===== src/rtl/ps2_pkg.sv =====
// Shared types, scan-code set 2 constants and the hex lookup used by the
// PS/2 keyboard receiver.
package ps2_pkg;

  typedef enum logic [1:0] {
    IDLE   = 2'd0,
    DATA   = 2'd1,
    PARITY = 2'd2,
    STOP   = 2'd3
  } rx_state_e;

  localparam logic [7:0] SC_BREAK = 8'hF0;
  localparam logic [7:0] SC_EXT   = 8'hE0;
  localparam logic [7:0] SC_ENTER = 8'h5A;
  localparam logic [7:0] SC_BKSP  = 8'h66;

  localparam logic [7:0] SC_0 = 8'h45;
  localparam logic [7:0] SC_1 = 8'h16;
  localparam logic [7:0] SC_2 = 8'h1E;
  localparam logic [7:0] SC_3 = 8'h26;
  localparam logic [7:0] SC_4 = 8'h25;
  localparam logic [7:0] SC_5 = 8'h2E;
  localparam logic [7:0] SC_6 = 8'h36;
  localparam logic [7:0] SC_7 = 8'h3D;
  localparam logic [7:0] SC_8 = 8'h3E;
  localparam logic [7:0] SC_9 = 8'h46;
  localparam logic [7:0] SC_A = 8'h1C;
  localparam logic [7:0] SC_B = 8'h32;
  localparam logic [7:0] SC_C = 8'h21;
  localparam logic [7:0] SC_D = 8'h23;
  localparam logic [7:0] SC_E = 8'h24;
  localparam logic [7:0] SC_F = 8'h2B;

  // Returns {hit, value}; hit=0 for any code that is not a hex key.
  function automatic logic [4:0] scan_to_hex(input logic [7:0] sc);
    logic [4:0] r;
    r = 5'h00;
    case (sc)
      SC_0: r = {1'b1, 4'h0};
      SC_1: r = {1'b1, 4'h1};
      SC_2: r = {1'b1, 4'h2};
      SC_3: r = {1'b1, 4'h3};
      SC_4: r = {1'b1, 4'h4};
      SC_5: r = {1'b1, 4'h5};
      SC_6: r = {1'b1, 4'h6};
      SC_7: r = {1'b1, 4'h7};
      SC_8: r = {1'b1, 4'h8};
      SC_9: r = {1'b1, 4'h9};
      SC_A: r = {1'b1, 4'hA};
      SC_B: r = {1'b1, 4'hB};
      SC_C: r = {1'b1, 4'hC};
      SC_D: r = {1'b1, 4'hD};
      SC_E: r = {1'b1, 4'hE};
      SC_F: r = {1'b1, 4'hF};
      default: r = 5'h00;
    endcase
    return r;
  endfunction

endpackage


===== src/rtl/ps2_key_rx_frame_rx.sv =====
// PS/2 physical layer: pin synchronisers, clock glitch filter, 11-bit frame
// deframer with parity/stop checking and a mid-frame inactivity timeout.
module ps2_frame_rx
  import ps2_pkg::*;
#(
  parameter int unsigned FILTER_LEN     = 4,
  parameter int unsigned TIMEOUT_CYCLES = 20000
) (
  input  logic       clk,
  input  logic       rst,
  input  logic       ps2_clk_i,
  input  logic       ps2_data_i,
  output logic [7:0] byte_o,
  output logic       byte_ok_o,
  output logic       frame_err_o,
  output logic       busy_o
);

  localparam int unsigned FW = $clog2(FILTER_LEN + 1);
  localparam int unsigned TW = $clog2(TIMEOUT_CYCLES);
  localparam logic [FW-1:0] FLAST = FW'(FILTER_LEN - 1);
  localparam logic [TW-1:0] TLAST = TW'(TIMEOUT_CYCLES - 1);

  logic [1:0] pins;
  logic [1:0] synced;
  assign pins = {ps2_data_i, ps2_clk_i};

  // Idle line level is high, so the synchronisers reset to 1 to avoid a false edge.
  genvar gi;
  for (gi = 0; gi < 2; gi++) begin : g_sync
    logic [1:0] sync_q;
    always_ff @(posedge clk) begin
      if (rst) sync_q <= 2'b11;
      else     sync_q <= {sync_q[0], pins[gi]};
    end
    assign synced[gi] = sync_q[1];
  end

  logic clk_s, data_s;
  assign clk_s  = synced[0];
  assign data_s = synced[1];

  logic          filt_q, filt_d;
  logic [FW-1:0] filt_cnt_q, filt_cnt_d;
  logic          fall;

  always_comb begin
    filt_d     = filt_q;
    filt_cnt_d = '0;
    fall       = 1'b0;
    if (clk_s != filt_q) begin
      if (filt_cnt_q == FLAST) begin
        filt_d = clk_s;
        fall   = ~clk_s;
      end else begin
        filt_cnt_d = filt_cnt_q + FW'(1);
      end
    end
  end

  rx_state_e     state_q, state_d;
  logic [7:0]    shift_q, shift_d;
  logic [2:0]    bit_cnt_q, bit_cnt_d;
  logic          parity_q, parity_d;
  logic [TW-1:0] to_cnt_q, to_cnt_d;
  logic          byte_ok_q, byte_ok_d;
  logic          err_q, err_d;

  always_comb begin
    state_d   = state_q;
    shift_d   = shift_q;
    bit_cnt_d = bit_cnt_q;
    parity_d  = parity_q;
    to_cnt_d  = (state_q == IDLE) ? '0 : to_cnt_q + TW'(1);
    byte_ok_d = 1'b0;
    err_d     = 1'b0;
    if (fall) begin
      to_cnt_d = '0;
      case (state_q)
        IDLE: begin
          if (!data_s) begin
            state_d   = DATA;
            bit_cnt_d = '0;
          end
        end
        DATA: begin
          shift_d   = {data_s, shift_q[7:1]};
          bit_cnt_d = bit_cnt_q + 3'd1;
          if (bit_cnt_q == 3'd7) state_d = PARITY;
        end
        PARITY: begin
          parity_d = data_s;
          state_d  = STOP;
        end
        STOP: begin
          state_d = IDLE;
          // Odd parity: data plus parity bit must hold an odd number of ones.
          if (data_s && (^{shift_q, parity_q})) byte_ok_d = 1'b1;
          else                                  err_d     = 1'b1;
        end
        default: state_d = IDLE;
      endcase
    end else if (state_q != IDLE && to_cnt_q == TLAST) begin
      state_d  = IDLE;
      to_cnt_d = '0;
      err_d    = 1'b1;
    end
  end

  always_ff @(posedge clk) begin
    if (rst) begin
      filt_q     <= 1'b1;
      filt_cnt_q <= '0;
      state_q    <= IDLE;
      shift_q    <= '0;
      bit_cnt_q  <= '0;
      parity_q   <= 1'b0;
      to_cnt_q   <= '0;
      byte_ok_q  <= 1'b0;
      err_q      <= 1'b0;
    end else begin
      filt_q     <= filt_d;
      filt_cnt_q <= filt_cnt_d;
      state_q    <= state_d;
      shift_q    <= shift_d;
      bit_cnt_q  <= bit_cnt_d;
      parity_q   <= parity_d;
      to_cnt_q   <= to_cnt_d;
      byte_ok_q  <= byte_ok_d;
      err_q      <= err_d;
    end
  end

  assign byte_o      = shift_q;
  assign byte_ok_o   = byte_ok_q;
  assign frame_err_o = err_q;
  assign busy_o      = (state_q != IDLE);

endmodule


===== src/rtl/ps2_key_rx.sv =====
// PS/2 keyboard receiver: scan-code set 2 decode of F0/E0 prefixes, hex
// digits, Enter and Backspace into one-cycle key events.
module ps2_key_rx
  import ps2_pkg::*;
#(
  parameter int unsigned FILTER_LEN     = 4,
  parameter int unsigned TIMEOUT_CYCLES = 20000
) (
  input  logic       clk,
  input  logic       rst,
  input  logic       ps2_clk,
  input  logic       ps2_data,
  output logic       key_valid,
  output logic [3:0] key_code,
  output logic       key_enter,
  output logic       key_bksp,
  output logic       frame_err,
  output logic       busy
);

  logic [7:0] rx_byte;
  logic       rx_ok;

  ps2_frame_rx #(
    .FILTER_LEN    (FILTER_LEN),
    .TIMEOUT_CYCLES(TIMEOUT_CYCLES)
  ) u_frame_rx (
    .clk        (clk),
    .rst        (rst),
    .ps2_clk_i  (ps2_clk),
    .ps2_data_i (ps2_data),
    .byte_o     (rx_byte),
    .byte_ok_o  (rx_ok),
    .frame_err_o(frame_err),
    .busy_o     (busy)
  );

  logic       brk_q, brk_d;
  logic       ext_q, ext_d;
  logic       valid_q, valid_d;
  logic [3:0] code_q, code_d;
  logic       enter_q, enter_d;
  logic       bksp_q, bksp_d;
  logic [4:0] hex_hit;

  assign hex_hit = scan_to_hex(rx_byte);

  always_comb begin
    brk_d   = brk_q;
    ext_d   = ext_q;
    valid_d = 1'b0;
    code_d  = code_q;
    enter_d = 1'b0;
    bksp_d  = 1'b0;
    if (rx_ok) begin
      if (rx_byte == SC_BREAK) begin
        brk_d = 1'b1;
      end else if (rx_byte == SC_EXT) begin
        ext_d = 1'b1;
      end else if (brk_q || ext_q) begin
        // Prefixed byte (break and/or extended) is swallowed.
        brk_d = 1'b0;
        ext_d = 1'b0;
      end else if (rx_byte == SC_ENTER) begin
        valid_d = 1'b1;
        enter_d = 1'b1;
      end else if (rx_byte == SC_BKSP) begin
        valid_d = 1'b1;
        bksp_d  = 1'b1;
      end else if (hex_hit[4]) begin
        valid_d = 1'b1;
        code_d  = hex_hit[3:0];
      end
    end
  end

  always_ff @(posedge clk) begin
    if (rst) begin
      brk_q   <= 1'b0;
      ext_q   <= 1'b0;
      valid_q <= 1'b0;
      code_q  <= '0;
      enter_q <= 1'b0;
      bksp_q  <= 1'b0;
    end else begin
      brk_q   <= brk_d;
      ext_q   <= ext_d;
      valid_q <= valid_d;
      code_q  <= code_d;
      enter_q <= enter_d;
      bksp_q  <= bksp_d;
    end
  end

  assign key_valid = valid_q;
  assign key_code  = code_q;
  assign key_enter = enter_q;
  assign key_bksp  = bksp_q;

endmodule


===== config.mk =====
export PLATFORM = sky130hd
export DESIGN_NAME = ps2_key_rx
export DESIGN_NICKNAME = d
export VERILOG_FILES = /design/src/rtl/ps2_pkg.sv /design/src/rtl/ps2_key_rx_frame_rx.sv /design/src/rtl/ps2_key_rx.sv
export SDC_FILE = /design/constraint.sdc
export NUM_CORES = 1
export LEC_CHECK = 0
export CELL_PAD_IN_SITES_DETAIL_PLACEMENT = 1
export CELL_PAD_IN_SITES_GLOBAL_PLACEMENT = 1
export CORE_MARGIN = 2
export CORE_UTILIZATION = 41
export CTS_CLUSTER_SIZE = 14
export DETAILED_ROUTE_END_ITERATION = 10
export PLACE_DENSITY = 0.82
export SLEW_MARGIN = 20
export SYNTH_ARGS = -nofsm -noshare
export SYNTH_HDL_FRONTEND = slang
export SYNTH_SLANG_ARGS = --single-unit

===== constraint.sdc =====
create_clock -name clk -period 2.3 [get_ports clk]
set_clock_uncertainty 0.2 [all_clocks]
set_input_delay 0.46 -clock clk [delete_from_list [all_inputs] [get_ports clk]]
set_output_delay 0.46 -clock clk [all_outputs]
set_load 0.02 [all_outputs]

==> metrics.md <==
| Metric | Value |
|---|---|
| DR vias | `between 2000 and 2500` |
| Vias/cell | `~5.4` |
| Async set or reset register ratio after synthesis | `0%` |
| Post-synth top area share | `approximately 38%` |
| Initial DRC count | `54` |
| Sequential area share after synthesis | `38.5%` |
| Final Max Slew Viols | `0` |
| Synth area leaders | `dfxtp_1 38%, nand2_1 5.6%, ha_1 5.0%, nor2_1 4.8%, a21oi_1 4.2%` |
| Element type at the critical path end | `output pin` |
| Hpwl dp | `between 4000 and 5000 µm` |
| Worst Path Buf+Inv | `3` |
| Grt ovf | `0` |
| CTS H-tree lvls | `2` |
| Clock Tree Buf Depth | `2` |
| Nets | `about 320` |
| ANT nets after route | `0` |
| # diodes | `0` |
| First-pass GRT wire length | `about 9700 µm` |
| Total GRT Usage | `about 19%` |
| Hold path depth | `1` |
| # rows | `28` |
| Initial antenna violation count | `0` |
| Area after DPL | `between 2000 and 3000 µm²` |
| Core Area | `5920 µm²` |
| Final Hold Fails | `0` |
| Crit Path Category | `flop to output pin` |
| CP max FO | `4` |
| YS warnings | `0` |
| Fillers | `710` |
| Max cap viols | `0` |
| Routed len/inst | `15.3 µm` |
| Tmin final | `about 2.2 ns` |
| Clk root buf | `clkbuf_8` |
| Die ar. | `roughly 6700 µm²` |
| Width of the die | `just over 80 µm` |
| Cts bufs inserted | `5` |
| Layout cells sized above 1 | `a little over an eighth` |
| Routed wire length | `5830 µm` |
| Pleak | `0.946 nW` |
| CTS Sinks | `48` |
| Synth unique cells | `58` |
| CTS tree | `built` |
| Crit path DAT | `roughly 1.5 ns` |
| CTS Hold Buffers Added | `0` |
| Area delta synth->final | `11.3%` |
| Status | `finished clean` |
| RePlAce Congestion | `between 0.8 and 0.9` |
| Number of synthesized flops with an enable pin | `0` |
| DR pass1 iterations | `4` |
| Post-synthesis instance total | `~290` |
| Top cells by count, synth | `48 x dfxtp_1, 37 x nand2_1, 32 x nor2_1, 21 x a21oi_1, 14 x nand3_1` |
| Worst-skew pair later-pin latency | `~0.3 ns` |
| Synth area leader | `dfxtp_1` |
| Relative slew margins | `a little over two thirds` |
| Worst EP required | `approximately 1.6 ns` |
| Crit start category | `flop` |
| R2R depth | `7` |
| CP max stage delay | `roughly 0.4 ns` |
| Max VDD drop | `0.000277 V` |
| Syn Std Cell Area | `approximately 2500 µm²` |
| Power Density | `roughly 500 nW/µm²` |
| Worst-Margin Slew | `about 0.44 ns` |
| Min-delay worst type | `flop to flop` |
| Most numerous cell in the Yosys netlist | `dfxtp_1` |
| Fmax | `around 450 MHz` |
| IO Pins | `13` |
| Drt drc | `0` |
| Crit path top cell by count | `inv_1` |
| IO Port Bufs | `12` |
| Initial Util | `between 40 and 50%` |
| Total negative slack | `0 ns` |
| Vias in the first global route | `around 2100` |
| Final setup vio count | `0` |
| Critical-path top delay cell | `dfxtp_1` |
| Crit-path cells | `inv_1 -> ha_1 -> inv_1 -> dlygate4sd2_1` |
| Reg clk slew, reported paths | `0.09 ns` |
| Design area | `roughly 2800 µm²` |
| Largest net degree at the start of global routing | `30` |
| Die height | `82.0 µm` |
| RSZ-0062 raised after global routing | `no` |
| Stages on the worst setup path | `4` |
| CP delay by family, top | `buffers and inverters` |
| Fin crit share | `a little over nine tenths` |
| Avg Inst Size Synth | `8.67 µm²` |
| Synth Register Bits | `48` |
| Synth Flop Type | `dfxtp_1` |
| Syn Nets | `a little over 300` |
## registers in the layout, indices dropped and copies added, names as in the netlist, 2 cells and up
| signal | flops |
|---|---|
| u_frame_rx.to_cnt_q | 15 |
| key_code | 4 |
| u_frame_rx.filt_cnt_q | 3 |
| u_frame_rx.state_q | 2 |
| u_frame_rx.g_sync.sync_q | 4 |
| u_frame_rx.byte_o | 8 |
| u_frame_rx.bit_cnt_q | 3 |
## metal layers
| metal | track usage, % | wire (µm) |
|---|---|---|
| met1 | 21.2 | 2670 |
| met2 | 34.1 | 2940 |
| met3 | 3.52 | 120 |
| met4 | 6.67 | 95 |
| met5 | 0 | 0 |
## area by class of cell
class / count / area, µm² / area share (%)
clock buffer: 8 / 90.1 / 3.24
multi-input combinational: 215 / 1390 / 49.8
inverter: 10 / 37.5 / 1.35
sequential: 48 / 965 / 34.7
tap: 75 / 93.8 / 3.38
timing repair buffer: 24 / 209 / 7.52
## cells by family after synthesis
logic type                 Yosys count  share of synthesized area [%]
and+or+nand+nor                    133                           27.4
AOI/OAI and AO/OA                   49                           13.9
DFF                                 48                           38.5
buffers and inverters               25                           6.56
xor gates and xnor gates            21                           7.92
adders and majority gates           10                           5.01
muxes                                2                          0.802
## repair_timing
action / in CTS / in global routing
setup buffers: 0 / 0
resized for setup: 1 / 5
endpoints found under the setup margin: 1 / 4
## final timing paths
kind,endpoint,slack [ns],start
worst max-delay path,busy,0.1,u_frame_rx.state_q[0]$_SDFFE_PP0P_
worst min-delay path,u_frame_rx.g_sync[1].sync_q[1]$_SDFF_PP1_,0.23,u_frame_rx.g_sync[1].sync_q[0]$_SDFF_PP1_
worst max register to register,u_frame_rx.to_cnt_q[7]$_SDFF_PP0_,0.17,u_frame_rx.filt_cnt_q[0]$_SDFF_PP0_
worst min register to register,u_frame_rx.g_sync[1].sync_q[1]$_SDFF_PP1_,0.23,u_frame_rx.g_sync[1].sync_q[0]$_SDFF_PP1_
## placed cells by master, fill, tap and decap left out, drive strengths merged, types with 2 or more instances in the layout
cell | synthesis | layout
o22ai | 2 | 2
nand4 | 4 | 4
nor2b | 3 | 3
a32oi | 3 | 3
a31oi | 2 | 2
a211oi | 2 | 2
nand3 | 14 | 14
nor4bb | 2 | 2
or3 | 2 | 2
ha | 10 | 10
and3 | 3 | 3
clkbuf | 11 | 8
nand2 | 37 | 37
nor2 | 32 | 32
or2 | 5 | 5
o21ai | 6 | 6
inv | 10 | 10
a21o | 2 | 2
nand3b | 3 | 3
and2 | 5 | 5
nand2b | 2 | 2
nor3 | 8 | 8
mux2i | 2 | 2
xnor2 | 9 | 9
a21oi | 21 | 21
clkdlybuf4s50 | 0 | 11
or2b | 4 | 4
nor3b | 2 | 2
xor2 | 11 | 11
dfxtp | 48 | 48
buf | 4 | 12
## power breakdown
| part | switching, mW | internal, mW | total (mW) |
|---|---|---|---|
| clock network | 0.282 | 0.246 | 0.528 |
| registers | 0.00263 | 0.834 | 0.837 |
| logic | 0.0111 | 0.00928 | 0.0204 |
## through the flow
step	cells	power (mW)	util (%)	hold slack [ns]	setup WS, ns
global route	380	1.43	47.0	0.237	0.00774
floorplan	288	0.868	-	0.189	0.0968
detailed placement	372	0.876	45.2	0.208	0.168
finish	380	1.39	47.0	0.226	0.0951
CTS	380	1.41	46.7	0.229	0.121
global placement	372	0.875	45.2	0.197	0.218
Power figures use the tool's default switching activity.
